==> src/rtl/dma_sched_pkg.sv <==
// dma_sched_pkg: shared types, widths and helpers for the DMA channel scheduler
package dma_sched_pkg;
    typedef enum logic [1:0] {IDLE, RUN, DRAIN} state_e;
    localparam int DMA_ADDR_W = 32;
    localparam int DMA_LEN_W = 32;
    localparam int WDOG_W = 32;
    function automatic logic [WDOG_W-1:0] sat_inc(input logic [WDOG_W-1:0] v);
        return (v == '1) ? v : v + 1'b1;
    endfunction
endpackage

==> src/rtl/dma_channel_scheduler_if.sv <==
// dma_channel_scheduler_if: requester descriptors plus the DMA engine control bundle
interface dma_channel_scheduler_if #(parameter int NUM_CH = 4);
    import dma_sched_pkg::*;
    localparam int CH_W = $clog2(NUM_CH);
    logic [NUM_CH-1:0] ch_req_valid;
    logic [NUM_CH-1:0] ch_req_ready;
    logic [NUM_CH*DMA_ADDR_W-1:0] ch_src;
    logic [NUM_CH*DMA_ADDR_W-1:0] ch_dst;
    logic [NUM_CH*DMA_LEN_W-1:0] ch_len;
    logic [NUM_CH-1:0] ch_done;
    logic [NUM_CH-1:0] ch_err;
    logic dma_en;
    logic [DMA_ADDR_W-1:0] dma_src;
    logic [DMA_ADDR_W-1:0] dma_dst;
    logic [DMA_LEN_W-1:0] dma_len;
    logic dma_done;
    logic busy;
    logic [CH_W-1:0] cur_ch;
    modport master (
        output ch_req_valid, ch_src, ch_dst, ch_len, dma_done,
        input ch_req_ready, ch_done, ch_err, dma_en, dma_src, dma_dst, dma_len, busy, cur_ch
    );
    modport slave (
        input ch_req_valid, ch_src, ch_dst, ch_len, dma_done,
        output ch_req_ready, ch_done, ch_err, dma_en, dma_src, dma_dst, dma_len, busy, cur_ch
    );
endinterface

==> src/rtl/dma_channel_scheduler_rr_arbiter.sv <==
// rr_arbiter: round-robin pick starting after the last grant; pointer moves only on advance
module rr_arbiter #(
    parameter int N = 4
) (
    input logic clk,
    input logic rst,
    input logic [N-1:0] req,
    input logic advance,
    output logic [N-1:0] grant,
    output logic [$clog2(N)-1:0] idx,
    output logic any
);
    localparam int W = $clog2(N);
    logic [W-1:0] ptr;
    logic [W-1:0] c;
    always_comb begin
        grant = '0;
        idx = '0;
        any = 1'b0;
        c = '0;
        for (int k = 1; k <= N; k++) begin
            c = W'((32'(ptr) + 32'(k)) % 32'(N));
            if (!any && req[c]) begin
                grant[c] = 1'b1;
                idx = c;
                any = 1'b1;
            end
        end
    end
    // Reset pointer at the last channel so channel 0 is searched first
    always_ff @(posedge clk) begin
        if (rst)
            ptr <= W'(N - 1);
        else if (advance && any)
            ptr <= idx;
    end
endmodule

==> src/rtl/dma_channel_scheduler.sv <==
// dma_channel_scheduler: round-robin descriptor intake and single-engine sequencing with watchdog
module dma_channel_scheduler
    import dma_sched_pkg::*;
#(
    parameter int NUM_CH = 4,
    parameter int TIMEOUT = 4096
) (
    input logic clk,
    input logic rst,
    dma_channel_scheduler_if.slave bus
);
    localparam int CH_W = $clog2(NUM_CH);
    localparam logic [WDOG_W-1:0] WD_LAST = WDOG_W'(TIMEOUT - 1);
    state_e state_q, state_d;
    logic [NUM_CH-1:0] arb_req, grant;
    logic [CH_W-1:0] g;
    logic any;
    logic [DMA_ADDR_W-1:0] src_g, dst_g;
    logic [DMA_LEN_W-1:0] len_g;
    logic [WDOG_W-1:0] wdog;
    logic timeout;
    // A high interrupt blocks grants so a stale completion can't close the next job
    assign arb_req = (state_q == IDLE && !bus.dma_done) ? bus.ch_req_valid : '0;
    assign bus.ch_req_ready = grant;
    assign src_g = bus.ch_src[DMA_ADDR_W*int'(g) +: DMA_ADDR_W];
    assign dst_g = bus.ch_dst[DMA_ADDR_W*int'(g) +: DMA_ADDR_W];
    assign len_g = bus.ch_len[DMA_LEN_W*int'(g) +: DMA_LEN_W];
    assign timeout = (TIMEOUT != 0) && (wdog == WD_LAST);
    assign bus.busy = state_q != IDLE;
    rr_arbiter #(.N(NUM_CH)) u_arb (
        .clk(clk),
        .rst(rst),
        .req(arb_req),
        .advance(any),
        .grant(grant),
        .idx(g),
        .any(any)
    );
    always_comb begin
        state_d = state_q;
        case (state_q)
            IDLE: if (any && len_g != '0) state_d = RUN;
            RUN: if (bus.dma_done || timeout) state_d = DRAIN;
            DRAIN: if (!bus.dma_done) state_d = IDLE;
            default: state_d = IDLE;
        endcase
    end
    always_ff @(posedge clk) begin
        if (rst) begin
            state_q <= IDLE;
            bus.dma_en <= 1'b0;
            bus.dma_src <= '0;
            bus.dma_dst <= '0;
            bus.dma_len <= '0;
            bus.ch_done <= '0;
            bus.ch_err <= '0;
            bus.cur_ch <= '0;
            wdog <= '0;
        end else begin
            state_q <= state_d;
            bus.ch_done <= '0;
            bus.ch_err <= '0;
            if (state_q == IDLE && any) begin
                bus.dma_src <= src_g;
                bus.dma_dst <= dst_g;
                bus.dma_len <= len_g;
                bus.cur_ch <= g;
                wdog <= '0;
                if (len_g == '0)
                    bus.ch_err <= grant;
                else
                    bus.dma_en <= 1'b1;
            end
            // Completion outranks the watchdog when both land together
            if (state_q == RUN) begin
                wdog <= sat_inc(wdog);
                if (bus.dma_done) begin
                    bus.dma_en <= 1'b0;
                    bus.ch_done[bus.cur_ch] <= 1'b1;
                end else if (timeout) begin
                    bus.dma_en <= 1'b0;
                    bus.ch_err[bus.cur_ch] <= 1'b1;
                end
            end
        end
    end
endmodule

==> src/flat_wrapper.sv <==
// flat-port wrapper written by rule: the top's interface ports become plain ports
module dma_channel_scheduler_flat import dma_sched_pkg::*;
#(
    parameter int NUM_CH = 4,
    parameter int TIMEOUT = 4096
)
  (clk, rst, bus_ch_req_valid, bus_ch_src, bus_ch_dst, bus_ch_len, bus_dma_done, bus_ch_req_ready, bus_ch_done, bus_ch_err, bus_dma_en, bus_dma_src, bus_dma_dst, bus_dma_len, bus_busy, bus_cur_ch);
  dma_channel_scheduler_if #(.NUM_CH(NUM_CH)) bus_i ();
  input logic clk;
  input logic rst;
  input wire logic [$bits(bus_i.ch_req_valid)-1:0] bus_ch_req_valid;
  input wire logic [$bits(bus_i.ch_src)-1:0] bus_ch_src;
  input wire logic [$bits(bus_i.ch_dst)-1:0] bus_ch_dst;
  input wire logic [$bits(bus_i.ch_len)-1:0] bus_ch_len;
  input wire logic [$bits(bus_i.dma_done)-1:0] bus_dma_done;
  output wire logic [$bits(bus_i.ch_req_ready)-1:0] bus_ch_req_ready;
  output wire logic [$bits(bus_i.ch_done)-1:0] bus_ch_done;
  output wire logic [$bits(bus_i.ch_err)-1:0] bus_ch_err;
  output wire logic [$bits(bus_i.dma_en)-1:0] bus_dma_en;
  output wire logic [$bits(bus_i.dma_src)-1:0] bus_dma_src;
  output wire logic [$bits(bus_i.dma_dst)-1:0] bus_dma_dst;
  output wire logic [$bits(bus_i.dma_len)-1:0] bus_dma_len;
  output wire logic [$bits(bus_i.busy)-1:0] bus_busy;
  output wire logic [$bits(bus_i.cur_ch)-1:0] bus_cur_ch;
  assign bus_i.ch_req_valid = bus_ch_req_valid;
  assign bus_i.ch_src = bus_ch_src;
  assign bus_i.ch_dst = bus_ch_dst;
  assign bus_i.ch_len = bus_ch_len;
  assign bus_i.dma_done = bus_dma_done;
  assign bus_ch_req_ready = bus_i.ch_req_ready;
  assign bus_ch_done = bus_i.ch_done;
  assign bus_ch_err = bus_i.ch_err;
  assign bus_dma_en = bus_i.dma_en;
  assign bus_dma_src = bus_i.dma_src;
  assign bus_dma_dst = bus_i.dma_dst;
  assign bus_dma_len = bus_i.dma_len;
  assign bus_busy = bus_i.busy;
  assign bus_cur_ch = bus_i.cur_ch;
  dma_channel_scheduler #(.NUM_CH(NUM_CH), .TIMEOUT(TIMEOUT)) u_core (.clk(clk), .rst(rst), .bus(bus_i));
endmodule
==> config.mk <==
export PLATFORM = sky130hd
export DESIGN_NAME = dma_channel_scheduler_flat
export DESIGN_NICKNAME = d
export VERILOG_FILES = /design/src/rtl/dma_sched_pkg.sv /design/src/rtl/dma_channel_scheduler_if.sv /design/src/rtl/dma_channel_scheduler_rr_arbiter.sv /design/src/rtl/dma_channel_scheduler.sv /design/src/flat_wrapper.sv
export SDC_FILE = /design/constraint.sdc
export NUM_CORES = 1
export LEC_CHECK = 0
export ABC_AREA = 1
export BUFFER_PORTS_ARGS = -buffer_cell sky130_fd_sc_hd__buf_2
export CAP_MARGIN = 20
export CORE_AREA = 2 2 197 199
export CTS_CLUSTER_DIAMETER = 40
export DETAILED_ROUTE_END_ITERATION = 12
export DIE_AREA = 0 0 199 201
export PLACE_DENSITY = 0.56
export SLEW_MARGIN = 15
export SYNTH_ARGS = -nofsm -noshare
export SYNTH_HDL_FRONTEND = slang
export SYNTH_SLANG_ARGS = --single-unit
==> constraint.sdc <==
create_clock -name clk -period 3.9 [get_ports clk]
set_input_delay 0.195 -clock clk [delete_from_list [all_inputs] [get_ports clk]]
set_output_delay 0.195 -clock clk [all_outputs]
set_load 0.01 [all_outputs]
==> metrics.yaml <==
via_per_inst: 4.76
pin_count: 503
ir_drop_mv: 0.942
synth_edf_count: 0
final_cells: 2394
hp-class: "input pin to register"
nets: 2254
clkTransAtPathRegs_ns: 0.07
initial_utilization_pct: 23.1
end_kind: "register"
synth_common_cells: "284 x nor2_1, 243 x nand2_1, 204 x o21ai_0"
first_pass_iters: 5
critPathKind: "register to register"
cp_data_required_time_ns: 4.26
yosysSeqAreaShare_pct: 32.5
dpl.hpwl_mm: 32.3
ys_types: 42
postCtsSetupRepairBufs: 0
avgSynthCellArea_sq_um: 6.26
yosys-top-cells-area: "dfxtp_1 32%, nor2_1 12%, o21ai_0 12%"
cts_hold_buf: 0
die_y_um: 201
die_area_sq_um: 40000
die_x_um: 199
cts_tree: "built"
synthesis.nets: 1809
grt_pass1_vias: 10600
vias: 11400
wl_per_cell_um: 17.5
htreeDepth: 4
cellPowerDensity_nw_per_um2: 1170
setup_tns_ns: 0
gp_congestion: 0.953
clock_skew_ns: 0.0101
root_buffer: "clkbuf_16"
worstPathMaxFanout: 47
grt_pass1_wl_mm: 60.7
timing.fmax_ghz: 0.285
min_period_over_period_pct: 89.9
grt.overflow.total: 0
ys_ff_latch: 143
cts-resized-gates: 0
fp.coreArea_sq_um: 38100
row_count: 72
yosys_warnings: 0
postRouteAntennaNets: 0
yosysMostFrequentCell: "nor2_1"
first_iter_violations: 744
syn_area_sq_um: 8820
drc: 0
drive_gt1_share_pct: 31.3
holdWs_ns: 0.0871
start_kind: "register"
cp_data_arrival_time_ns: 3.86
portBuffers: 502
clock_path_buffers: 2
finalCriticalPeriod_ns: 3.51
yosys.area.top_type: "dfxtp_1"
setup_viol: 0
finalMaxSlewViolations: 0
dp_cells: 2352
async_flop_share_pct: 0
syn_inst: 1409
cts_sinks: 143
cap_violations: 0
grt_usage_pct: 19.8
synth_top_area_share_pct: 32.5
rsz0062_at_grt: "no"
cellLeakagePower_nw: 5.99
syn_to_final_growth_pct: 40.0
total_power_w: 0.0144
timing.slew.headroom_pct: 38.3
ys.flop_type: "dfxtp_1"
drt-total-wl_mm: 41.8
cts_buffers: 17
antenna_found_initial: 14
hold_viol: 0
grt_max_degree: 86
worstMarginPinSlew_ns: 0.926
clk-insertion-delay-late_ns: 0.42
status: "complete, no violations"
[routing by layer]
layer / up-vias / wire length [um] / track usage [%]
met5: - / 27 / 0
met4: 4 / 743 / 5.89
met3: 46 / 2610 / 4.07
met2: 434 / 21400 / 35.6
met1: 5260 / 17000 / 23.3
li1: 5655 / - / -
[where the power goes]
group | switching [W] | total (W) | internal (W) | leakage, nW
clock network | 0.000752 | 0.00160 | 0.000850 | 0.283
registers | 0.000265 | 0.00223 | 0.00197 | 1.18
logic | 0.00729 | 0.0106 | 0.00331 | 4.53
total | 0.00831 | 0.0144 | 0.00613 | 5.99
[layout make-up]
| cell class | count | area, sq um |
|---|---|---|
| timing repair buffer | 524 | 2740 |
| fill | 4286 | 25800 |
| antenna | 9 | 22.5 |
| clock buffer | 17 | 425 |
| clock inverter | 15 | 143 |
| multi-input combinational | 1078 | 5160 |
| inverter | 90 | 343 |
| tap | 518 | 648 |
| sequential | 143 | 2870 |
[worst max-delay path: stages (launching register included)]
cell,delay [ns]
dfxtp_2,0.46
inv_2,0.14
ha_1,0.38
inv_1,0.16
nand3_1,0.11
nand2_2,0.16
inv_2,0.08
a21oi_1,0.11
nand2_1,0.08
nand2_2,0.23
buf_4,0.46
nand3_1,0.21
nand3_1,0.14
nand2_1,0.09
nand2_1,0.10
nor2_1,0.04
nand2_1,0.09
nor2_4,0.06
nand2_1,0.06
nand2_1,0.07
a21oi_1,0.15
[cell families (layout without fill, tap and decap cells)]
group                    count (synthesis)  after routing  synth area share (%)
AND/OR/NAND/NOR                        743            744                  35.7
AO/OA/AOI/OAI                          323            323                  20.8
buffers and inverters                  189            646                  9.62
flip-flops                             143            143                  32.5
adder cells (fa/ha/maj)                  9              9                  1.28
XOR/XNOR                                 2              2                 0.199
other                                    0              9                     0
[sequential cells by signal, indices dropped and copies added (netlist names)]
name,cells
u_core.bus.dma_dst,32
u_core.bus.dma_len,32
u_core.bus.dma_src,32
u_core.wdog,32
u_core.bus.ch_done,4
u_core.bus.ch_err,4
u_core.bus.cur_ch,2
u_core.state_q,2
u_core.u_arb.ptr,2
u_core.bus.dma_en,1
[final timing paths]
path	from	endpoint	slack, ns	cells after the start
setup / recovery	u_core.u_arb.ptr[0]$_SDFFE_PP1N_	u_core.bus.dma_en$_SDFF_PP0_	0.39	20
hold / removal	bus_dma_done	u_core.state_q[1]$_SDFFE_PP0P_	0.09	3
setup reg to reg	u_core.u_arb.ptr[0]$_SDFFE_PP1N_	u_core.bus.dma_en$_SDFF_PP0_	0.39	20
hold reg to reg	u_core.bus.dma_len[21]$_SDFFE_PP0P_	u_core.bus.dma_len[21]$_SDFFE_PP0P_	0.45	2
[layout by cell type (no fill, tap or decap), types with 2 or more instances in the layout]
cell | synthesis | final
inv_8 | 0 | 3
o32ai_1 | 24 | 24
dfxtp_2 | 0 | 2
nor4_1 | 5 | 5
o22ai_1 | 23 | 23
clkbuf_16 | 0 | 17
buf_12 | 0 | 5
a21oi_1 | 37 | 37
xor2_1 | 2 | 2
clkinv_4 | 0 | 2
nand2_2 | 7 | 6
o21bai_1 | 5 | 5
a31oi_1 | 8 | 8
inv_1 | 85 | 84
nor2_4 | 3 | 4
nand3_2 | 2 | 2
nand2_1 | 243 | 243
buf_4 | 9 | 17
buf_2 | 35 | 502
inv_4 | 0 | 2
dfxtp_1 | 143 | 141
o2111ai_1 | 2 | 2
o221ai_1 | 13 | 13
a221oi_1 | 2 | 2
ha_1 | 9 | 9
nor2_2 | 2 | 3
nand2_8 | 0 | 2
nand3b_1 | 2 | 2
diode_2 | 0 | 9
inv_2 | 5 | 4
inv_6 | 0 | 8
nand3_1 | 159 | 159
o21ai_0 | 204 | 204
nor2_1 | 284 | 282
nor3_1 | 18 | 18
nand4_1 | 12 | 12
[through the flow]
| step | util, % | setup slack (ns) | cell area (sq um) |
|---|---|---|---|
| floorplan | - | 1.10 | 8820 |
| global placement | 30.8 | 0.310 | 11700 |
| detailed placement | 30.8 | 0.224 | 11700 |
| CTS | 32.3 | 0.195 | 12300 |
| global route | 32.4 | 0.0321 | 12300 |
| finish | 32.4 | 0.394 | 12300 |
(Power assumes the default switching activity.)
